File: src/rtl/dcache_data_arb_if.sv
// Requester-side handshakes and SRAM macro pins of the dcache data-array arbiter.
// The arbiter takes the slave modport; control logic and the macro sit on the master side.
interface dcache_data_arb_if #(
  parameter int ROWS   = 64,
  parameter int LINE_W = 128
);
  localparam int IDX_W  = $clog2(ROWS);
  localparam int MASK_W = LINE_W / 8;

  logic              rf_valid;
  logic              rf_ready;
  logic [IDX_W-1:0]  rf_idx;
  logic [LINE_W-1:0] rf_data;

  logic              st_valid;
  logic              st_ready;
  logic [IDX_W-1:0]  st_idx;
  logic [MASK_W-1:0] st_wmask;
  logic [LINE_W-1:0] st_data;

  logic              ld_valid;
  logic              ld_ready;
  logic [IDX_W-1:0]  ld_idx;
  logic              ld_resp_valid;
  logic [LINE_W-1:0] ld_resp_data;

  logic              busy;

  logic              sram_csb;
  logic              sram_web;
  logic [IDX_W-1:0]  sram_addr;
  logic [MASK_W-1:0] sram_wmask;
  logic [LINE_W-1:0] sram_din;
  logic [LINE_W-1:0] sram_dout;

  modport slave (
    input  rf_valid, rf_idx, rf_data,
    input  st_valid, st_idx, st_wmask, st_data,
    input  ld_valid, ld_idx, sram_dout,
    output rf_ready, st_ready, ld_ready, ld_resp_valid, ld_resp_data, busy,
    output sram_csb, sram_web, sram_addr, sram_wmask, sram_din
  );

  modport master (
    output rf_valid, rf_idx, rf_data,
    output st_valid, st_idx, st_wmask, st_data,
    output ld_valid, ld_idx, sram_dout,
    input  rf_ready, st_ready, ld_ready, ld_resp_valid, ld_resp_data, busy,
    input  sram_csb, sram_web, sram_addr, sram_wmask, sram_din
  );
endinterface

File: src/rtl/dcache_data_arb.sv
// Single-port dcache line SRAM arbiter: refill > store/load (round-robin when both).
// Optional post-reset zero sweep of the array is compiled in with `define DCACHE_INIT_EN.
module dcache_data_arb #(
  parameter int ROWS   = 64,
  parameter int LINE_W = 128
) (
  input  logic              clk,
  input  logic              rst_aL,
  dcache_data_arb_if.slave  bus
);
  localparam int IDX_W = $clog2(ROWS);

  logic             w_in_init;
  logic [IDX_W-1:0] w_init_idx;
  logic             w_rf_gnt;
  logic             w_st_gnt;
  logic             w_ld_gnt;
  logic             r_last_st;
  logic             r_ld_resp_valid;

`ifdef DCACHE_INIT_EN
  typedef enum logic {S_INIT, S_RUN} state_t;

  state_t           r_state;
  state_t           w_state_nxt;
  logic [IDX_W-1:0] r_init_idx;

  // NOTE: sequential state uses non-blocking assignments so every flop samples pre-edge values.
  always_ff @(posedge clk or negedge rst_aL) begin
    if (!rst_aL) begin
      r_state    <= S_INIT;
      r_init_idx <= '0;
    end else begin
      r_state <= w_state_nxt;
      if (r_state == S_INIT)
        r_init_idx <= (r_init_idx == IDX_W'(ROWS - 1)) ? '0 : r_init_idx + 1'b1;
    end
  end

  always_comb begin
    w_state_nxt = r_state;
    if (r_state == S_INIT && r_init_idx == IDX_W'(ROWS - 1))
      w_state_nxt = S_RUN;
  end

  assign w_in_init  = (r_state == S_INIT);
  assign w_init_idx = r_init_idx;
`else
  assign w_in_init  = 1'b0;
  assign w_init_idx = '0;
`endif

  // NOTE: every always_comb output gets a default first so no path can infer a latch.
  always_comb begin
    w_rf_gnt = 1'b0;
    w_st_gnt = 1'b0;
    w_ld_gnt = 1'b0;
    if (rst_aL && !w_in_init) begin
      if (bus.rf_valid) begin
        w_rf_gnt = 1'b1;
      end else if (bus.st_valid && bus.ld_valid) begin
        w_st_gnt = !r_last_st;
        w_ld_gnt =  r_last_st;
      end else begin
        w_st_gnt = bus.st_valid;
        w_ld_gnt = bus.ld_valid;
      end
    end
  end

  assign bus.rf_ready = w_rf_gnt;
  assign bus.st_ready = w_st_gnt;
  assign bus.ld_ready = w_ld_gnt;
  assign bus.busy     = w_in_init;

  // Pins are held at their reset values while rst_aL is low, even in INIT.
  always_comb begin
    bus.sram_csb   = 1'b1;
    bus.sram_web   = 1'b0;
    bus.sram_addr  = '0;
    bus.sram_wmask = '0;
    bus.sram_din   = '0;
    if (!rst_aL) begin
      bus.sram_web = 1'b1;
    end else if (w_in_init) begin
      bus.sram_csb   = 1'b0;
      bus.sram_addr  = w_init_idx;
      bus.sram_wmask = '1;
    end else if (w_rf_gnt) begin
      bus.sram_csb   = 1'b0;
      bus.sram_addr  = bus.rf_idx;
      bus.sram_wmask = '1;
      bus.sram_din   = bus.rf_data;
    end else if (w_st_gnt && (|bus.st_wmask)) begin
      bus.sram_csb   = 1'b0;
      bus.sram_addr  = bus.st_idx;
      bus.sram_wmask = bus.st_wmask;
      bus.sram_din   = bus.st_data;
    end else if (w_ld_gnt) begin
      bus.sram_csb  = 1'b0;
      bus.sram_web  = 1'b1;
      bus.sram_addr = bus.ld_idx;
    end
  end

  // Round-robin bit moves only when store and load actually competed.
  always_ff @(posedge clk or negedge rst_aL) begin
    if (!rst_aL) begin
      r_last_st       <= 1'b0;
      r_ld_resp_valid <= 1'b0;
    end else begin
      r_ld_resp_valid <= w_ld_gnt;
      if (w_st_gnt && bus.ld_valid)
        r_last_st <= 1'b1;
      else if (w_ld_gnt && bus.st_valid)
        r_last_st <= 1'b0;
    end
  end

  assign bus.ld_resp_valid = r_ld_resp_valid;
  assign bus.ld_resp_data  = bus.sram_dout;
endmodule
File: src/flat_wrapper.sv
// flat-port wrapper written by rule: the top's interface ports become plain ports
module dcache_data_arb_flat 
#(
  parameter int ROWS   = 64,
  parameter int LINE_W = 128
)
  (clk, rst_aL, bus_rf_valid, bus_rf_idx, bus_rf_data, bus_st_valid, bus_st_idx, bus_st_wmask, bus_st_data, bus_ld_valid, bus_ld_idx, bus_sram_dout, bus_rf_ready, bus_st_ready, bus_ld_ready, bus_ld_resp_valid, bus_ld_resp_data, bus_busy, bus_sram_csb, bus_sram_web, bus_sram_addr, bus_sram_wmask, bus_sram_din);
  dcache_data_arb_if #(.ROWS(ROWS), .LINE_W(LINE_W)) bus_i ();
  input  logic clk;
  input  logic rst_aL;
  input wire logic [$bits(bus_i.rf_valid)-1:0] bus_rf_valid;
  input wire logic [$bits(bus_i.rf_idx)-1:0] bus_rf_idx;
  input wire logic [$bits(bus_i.rf_data)-1:0] bus_rf_data;
  input wire logic [$bits(bus_i.st_valid)-1:0] bus_st_valid;
  input wire logic [$bits(bus_i.st_idx)-1:0] bus_st_idx;
  input wire logic [$bits(bus_i.st_wmask)-1:0] bus_st_wmask;
  input wire logic [$bits(bus_i.st_data)-1:0] bus_st_data;
  input wire logic [$bits(bus_i.ld_valid)-1:0] bus_ld_valid;
  input wire logic [$bits(bus_i.ld_idx)-1:0] bus_ld_idx;
  input wire logic [$bits(bus_i.sram_dout)-1:0] bus_sram_dout;
  output wire logic [$bits(bus_i.rf_ready)-1:0] bus_rf_ready;
  output wire logic [$bits(bus_i.st_ready)-1:0] bus_st_ready;
  output wire logic [$bits(bus_i.ld_ready)-1:0] bus_ld_ready;
  output wire logic [$bits(bus_i.ld_resp_valid)-1:0] bus_ld_resp_valid;
  output wire logic [$bits(bus_i.ld_resp_data)-1:0] bus_ld_resp_data;
  output wire logic [$bits(bus_i.busy)-1:0] bus_busy;
  output wire logic [$bits(bus_i.sram_csb)-1:0] bus_sram_csb;
  output wire logic [$bits(bus_i.sram_web)-1:0] bus_sram_web;
  output wire logic [$bits(bus_i.sram_addr)-1:0] bus_sram_addr;
  output wire logic [$bits(bus_i.sram_wmask)-1:0] bus_sram_wmask;
  output wire logic [$bits(bus_i.sram_din)-1:0] bus_sram_din;
  assign bus_i.rf_valid = bus_rf_valid;
  assign bus_i.rf_idx = bus_rf_idx;
  assign bus_i.rf_data = bus_rf_data;
  assign bus_i.st_valid = bus_st_valid;
  assign bus_i.st_idx = bus_st_idx;
  assign bus_i.st_wmask = bus_st_wmask;
  assign bus_i.st_data = bus_st_data;
  assign bus_i.ld_valid = bus_ld_valid;
  assign bus_i.ld_idx = bus_ld_idx;
  assign bus_i.sram_dout = bus_sram_dout;
  assign bus_rf_ready = bus_i.rf_ready;
  assign bus_st_ready = bus_i.st_ready;
  assign bus_ld_ready = bus_i.ld_ready;
  assign bus_ld_resp_valid = bus_i.ld_resp_valid;
  assign bus_ld_resp_data = bus_i.ld_resp_data;
  assign bus_busy = bus_i.busy;
  assign bus_sram_csb = bus_i.sram_csb;
  assign bus_sram_web = bus_i.sram_web;
  assign bus_sram_addr = bus_i.sram_addr;
  assign bus_sram_wmask = bus_i.sram_wmask;
  assign bus_sram_din = bus_i.sram_din;
  dcache_data_arb #(.ROWS(ROWS), .LINE_W(LINE_W)) u_core (.clk(clk), .rst_aL(rst_aL), .bus(bus_i));
endmodule
File: config.mk
export PLATFORM = sky130hd
export DESIGN_NAME = dcache_data_arb_flat
export DESIGN_NICKNAME = d
export VERILOG_FILES = /design/src/rtl/dcache_data_arb_if.sv /design/src/rtl/dcache_data_arb.sv /design/src/flat_wrapper.sv
export SDC_FILE = /design/constraint.sdc
export NUM_CORES = 1
export LEC_CHECK = 0
export ABC_AREA = 1
export CORE_AREA = 2 2 275 277
export DETAILED_ROUTE_END_ITERATION = 8
export DIE_AREA = 0 0 277 279
export HOLD_SLACK_MARGIN = 0.08
export MAX_ROUTING_LAYER = met4
export PLACE_DENSITY = 0.3
export SYNTH_ARGS = -nofsm -noshare
export SYNTH_HDL_FRONTEND = slang
export SYNTH_SLANG_ARGS = --single-unit
File: constraint.sdc
create_clock -name clk -period 1.3 [get_ports clk]
set_input_delay 0.13 -clock clk [delete_from_list [all_inputs] [get_ports clk]]
set_output_delay 0.13 -clock clk [all_outputs]
set_load 0.1 [all_outputs]
==> results.md <==
- Io pins: 708
- Syn_nets: 1072
- CTS buffer count: 3
- Core area: 74100 um2
- Reg power frac: 1.5%
- Total global routing track utilization: 8.34%
- Worst Hold Class: primary input to output pin
- Critical path type: register to output pin
- Distinct cells, synth: 16
- Data arrival, critical path: 1.72 ns
- First-pass GRT wire length: 45800 um
- H-tree lvl count: 1
- Row count: 100
- Max Slew Vio Count: 0
- Pre-Repair DR Iteration Count: 4
- Synth Instances: 649
- Hpwl dp: 24100 um
- Avg Inst Size Synth: 4.95 um2
- Largest net degree at the start of global routing: 51
- Die area: 77300 um2
- ANT nets after route: 0
- Critical Path Start Type: register
- Non-Filler Instances: 1991
- Share of layout cells above drive strength 1: 56.9%
- Power Dens Cells: 532 nW/um2
- 1st-iter DRT viols: 133
- Sw Share: 54.4%
- Leakage: 4.88 nW
- GRT Residual Overflow: 0
- Root buf cell: clkbuf_16
- Initial antenna violation count: 1
- Initial Util: 4.34%
- Wire per inst: 16.6 um
- Die Width: 277 um
- Vias in the first global route: 6338
- Synth warn: 0
- Final worst slack: -0.548 ns
- Crit. Startpoint: u_core.r_last_st
- Sequential share of the synthesized area: 1.56%
- Max Clock Skew: 0.00186 ns
- Critical Path End Type: output pin
- Via Count: 5781
- Crit Path Max Fanout: 9
- WP data required: 1.17 ns
- Tcrit/Tclk final: 142%
- Final Hold Viols: 0
- DRC: 0
- RR Startpoint: u_core.r_last_st
- FMAX: 0.541 GHz
- Clk pwr share: 6.6%
- Number of cells after detailed placement: 1945
- Synth Register Bits: 2
- Hold Crit Start: bus_sram_dout[117]
- Comb pwr share: 91.9%
- Dpl ws: -0.910 ns
- Outcome: finished, violations left
- Area Growth Syn to Fin: 314%
- Clock slew at reported path FFs: 0.03 ns
- Clock Tree Buf Depth: 2
- Nets: 1446
- DR vias/cell: 2.90
- Post-Synthesis Cell Area: 3210 um2
- CTS Sinks: 2
- # setup viols final: 154
- TritonCTS clock tree: yes
- VDD IR max: 0.276 mV
- P_int: 3.23 mW
- Max_cap viols: 0
- RSZ-0062 raised after global routing: true
- Total Wirelength: 33000 um
- PortBufs: 450
- Tmin final: 1.85 ns
- Final GP Congestion: 0.810
- Failing checks: negative setup slack
- Die Span Y: 279 um
- P_sw: 3.85 mW
- Clk Latency, worst-skew pair: 0.22 ns
==> worst max-delay path: stages (launching register included) <==
cell and delay, ns:
dfrtp_1 0.41, a21oi_4 0.19, buf_6 0.14, buf_12 0.17, buf_16 0.16, nand3_2 0.13
nand2_4 0.10, buf_12 0.17
==> synthesized netlist by cell type <==
| library cell | count | share of area, % |
|---|---|---|
| a21oi_1 | 1 | 0.16 |
| a21oi_2 | 1 | 0.27 |
| buf_2 | 23 | 3.6 |
| buf_4 | 131 | 31 |
| clkbuf_1 | 22 | 2.6 |
| conb_1 | 1 | 0.12 |
| dfrtp_1 | 2 | 1.6 |
| inv_1 | 3 | 0.35 |
| inv_2 | 1 | 0.12 |
| nand2_1 | 292 | 34 |
| nand2_2 | 1 | 0.19 |
| nand3_1 | 157 | 24 |
| nand4_1 | 1 | 0.19 |
| nor2_1 | 11 | 1.3 |
| o21ai_0 | 1 | 0.16 |
| xnor2_1 | 1 | 0.27 |
==> area by class of cell <==
class | count | area (um2)
diodes | 1 | 2.50
flip-flops and latches | 2 | 50.0
clock buffers | 3 | 75.1
well taps | 969 | 1210
repair buffers | 545 | 7550
inverters | 4 | 22.5
multi-input cells | 467 | 4390
fillers | 8228 | 60800
==> registers in the layout, summed over array words and instances, names as in the netlist <==
name                      count
u_core.r_last_st              1
u_core.bus.ld_resp_valid      1
==> per-stage QoR <==
stage | util, % | TNS, ns | hold WS, ns | instance area [um2] | power [mW]
after floorplan | - | -27.42 | -0.166 | 4360 | 5.44
after global placement | 14.9 | -129.03 | 0.261 | 11000 | 6.05
after detailed placement | 14.9 | -125.90 | 0.261 | 11000 | 6.04
after CTS | 17.4 | -83.35 | 0.261 | 12900 | 7.08
after global routing | 18.0 | -85.79 | 0.260 | 13300 | 7.35
final | 18.0 | -75.05 | 0.260 | 13300 | 7.08
==> cell usage in the layout, fill, tap and decap left out, drive strengths merged <==
master / instances
o21ai: 1
dlygate4sd3: 1
nand4: 1
clkdlybuf4s50: 274
dlygate4sd2: 1
conb: 1
xnor2: 1
dfrtp: 2
clkdlybuf4s15: 1
bufbuf: 1
clkbuf: 22
nor2: 11
nand2: 293
inv: 4
a21oi: 2
nand3: 157
buf: 248
diode: 1
==> what timing repair did <==
action | 4_1_cts | 5_1_grt
setup buffers | 19 | 6
cloned | 15 | 4
hold buffers | 1 | 0
setup endpoints to repair | 155 | 154
gates resized for setup | 261 | 93
pin swaps | 55 | 31
hold endpoints to repair | 2 | 0
==> power groups by stage <==
| stage | Sequential (mW) | Combinational, mW | Clock (mW) |
|---|---|---|---|
| after floorplan | 0.110 | 5.33 | 0 |
| after global placement | 0.105 | 5.94 | 0 |
| after detailed placement | 0.104 | 5.93 | 0 |
| after CTS | 0.105 | 6.50 | 0.481 |
| after global routing | 0.106 | 6.75 | 0.491 |
| final | 0.103 | 6.50 | 0.471 |
==> layer usage <==
metal	GRT usage [%]	up-vias	wire length, um
li1	-	2713	-
met1	9.44	2622	12800
met2	13.9	378	16000
met3	2.48	68	2790
met4	3.07	0	1350
met5	-	-	0
==> path summary, 6_finish.rpt <==
kind	end	slack, ns	cells after the start
min in group asynchronous	u_core.r_last_st	0.56	4
min	bus_ld_resp_data[117]	0.26	0
max	bus_sram_din[21]	-0.55	7
max in group asynchronous	u_core.bus.ld_resp_valid	0.59	4
max reg2reg	u_core.bus.ld_resp_valid	0.31	4
min reg2reg	u_core.r_last_st	0.74	3
==> cells by family (layout without fill, tap and decap cells) <==
| kind of cell | count (synthesis) | after routing | synth area share, % |
|---|---|---|---|
| and+or+nand+nor | 462 | 462 | 60.2 |
| DFF | 2 | 2 | 1.56 |
| buffers and inverters | 180 | 552 | 37.2 |
| xor gates and xnor gates | 1 | 1 | 0.273 |
| other | 1 | 2 | 0.117 |
| AOI/OAI and AO/OA | 3 | 3 | 0.584 |
(Power assumes the default switching activity.)
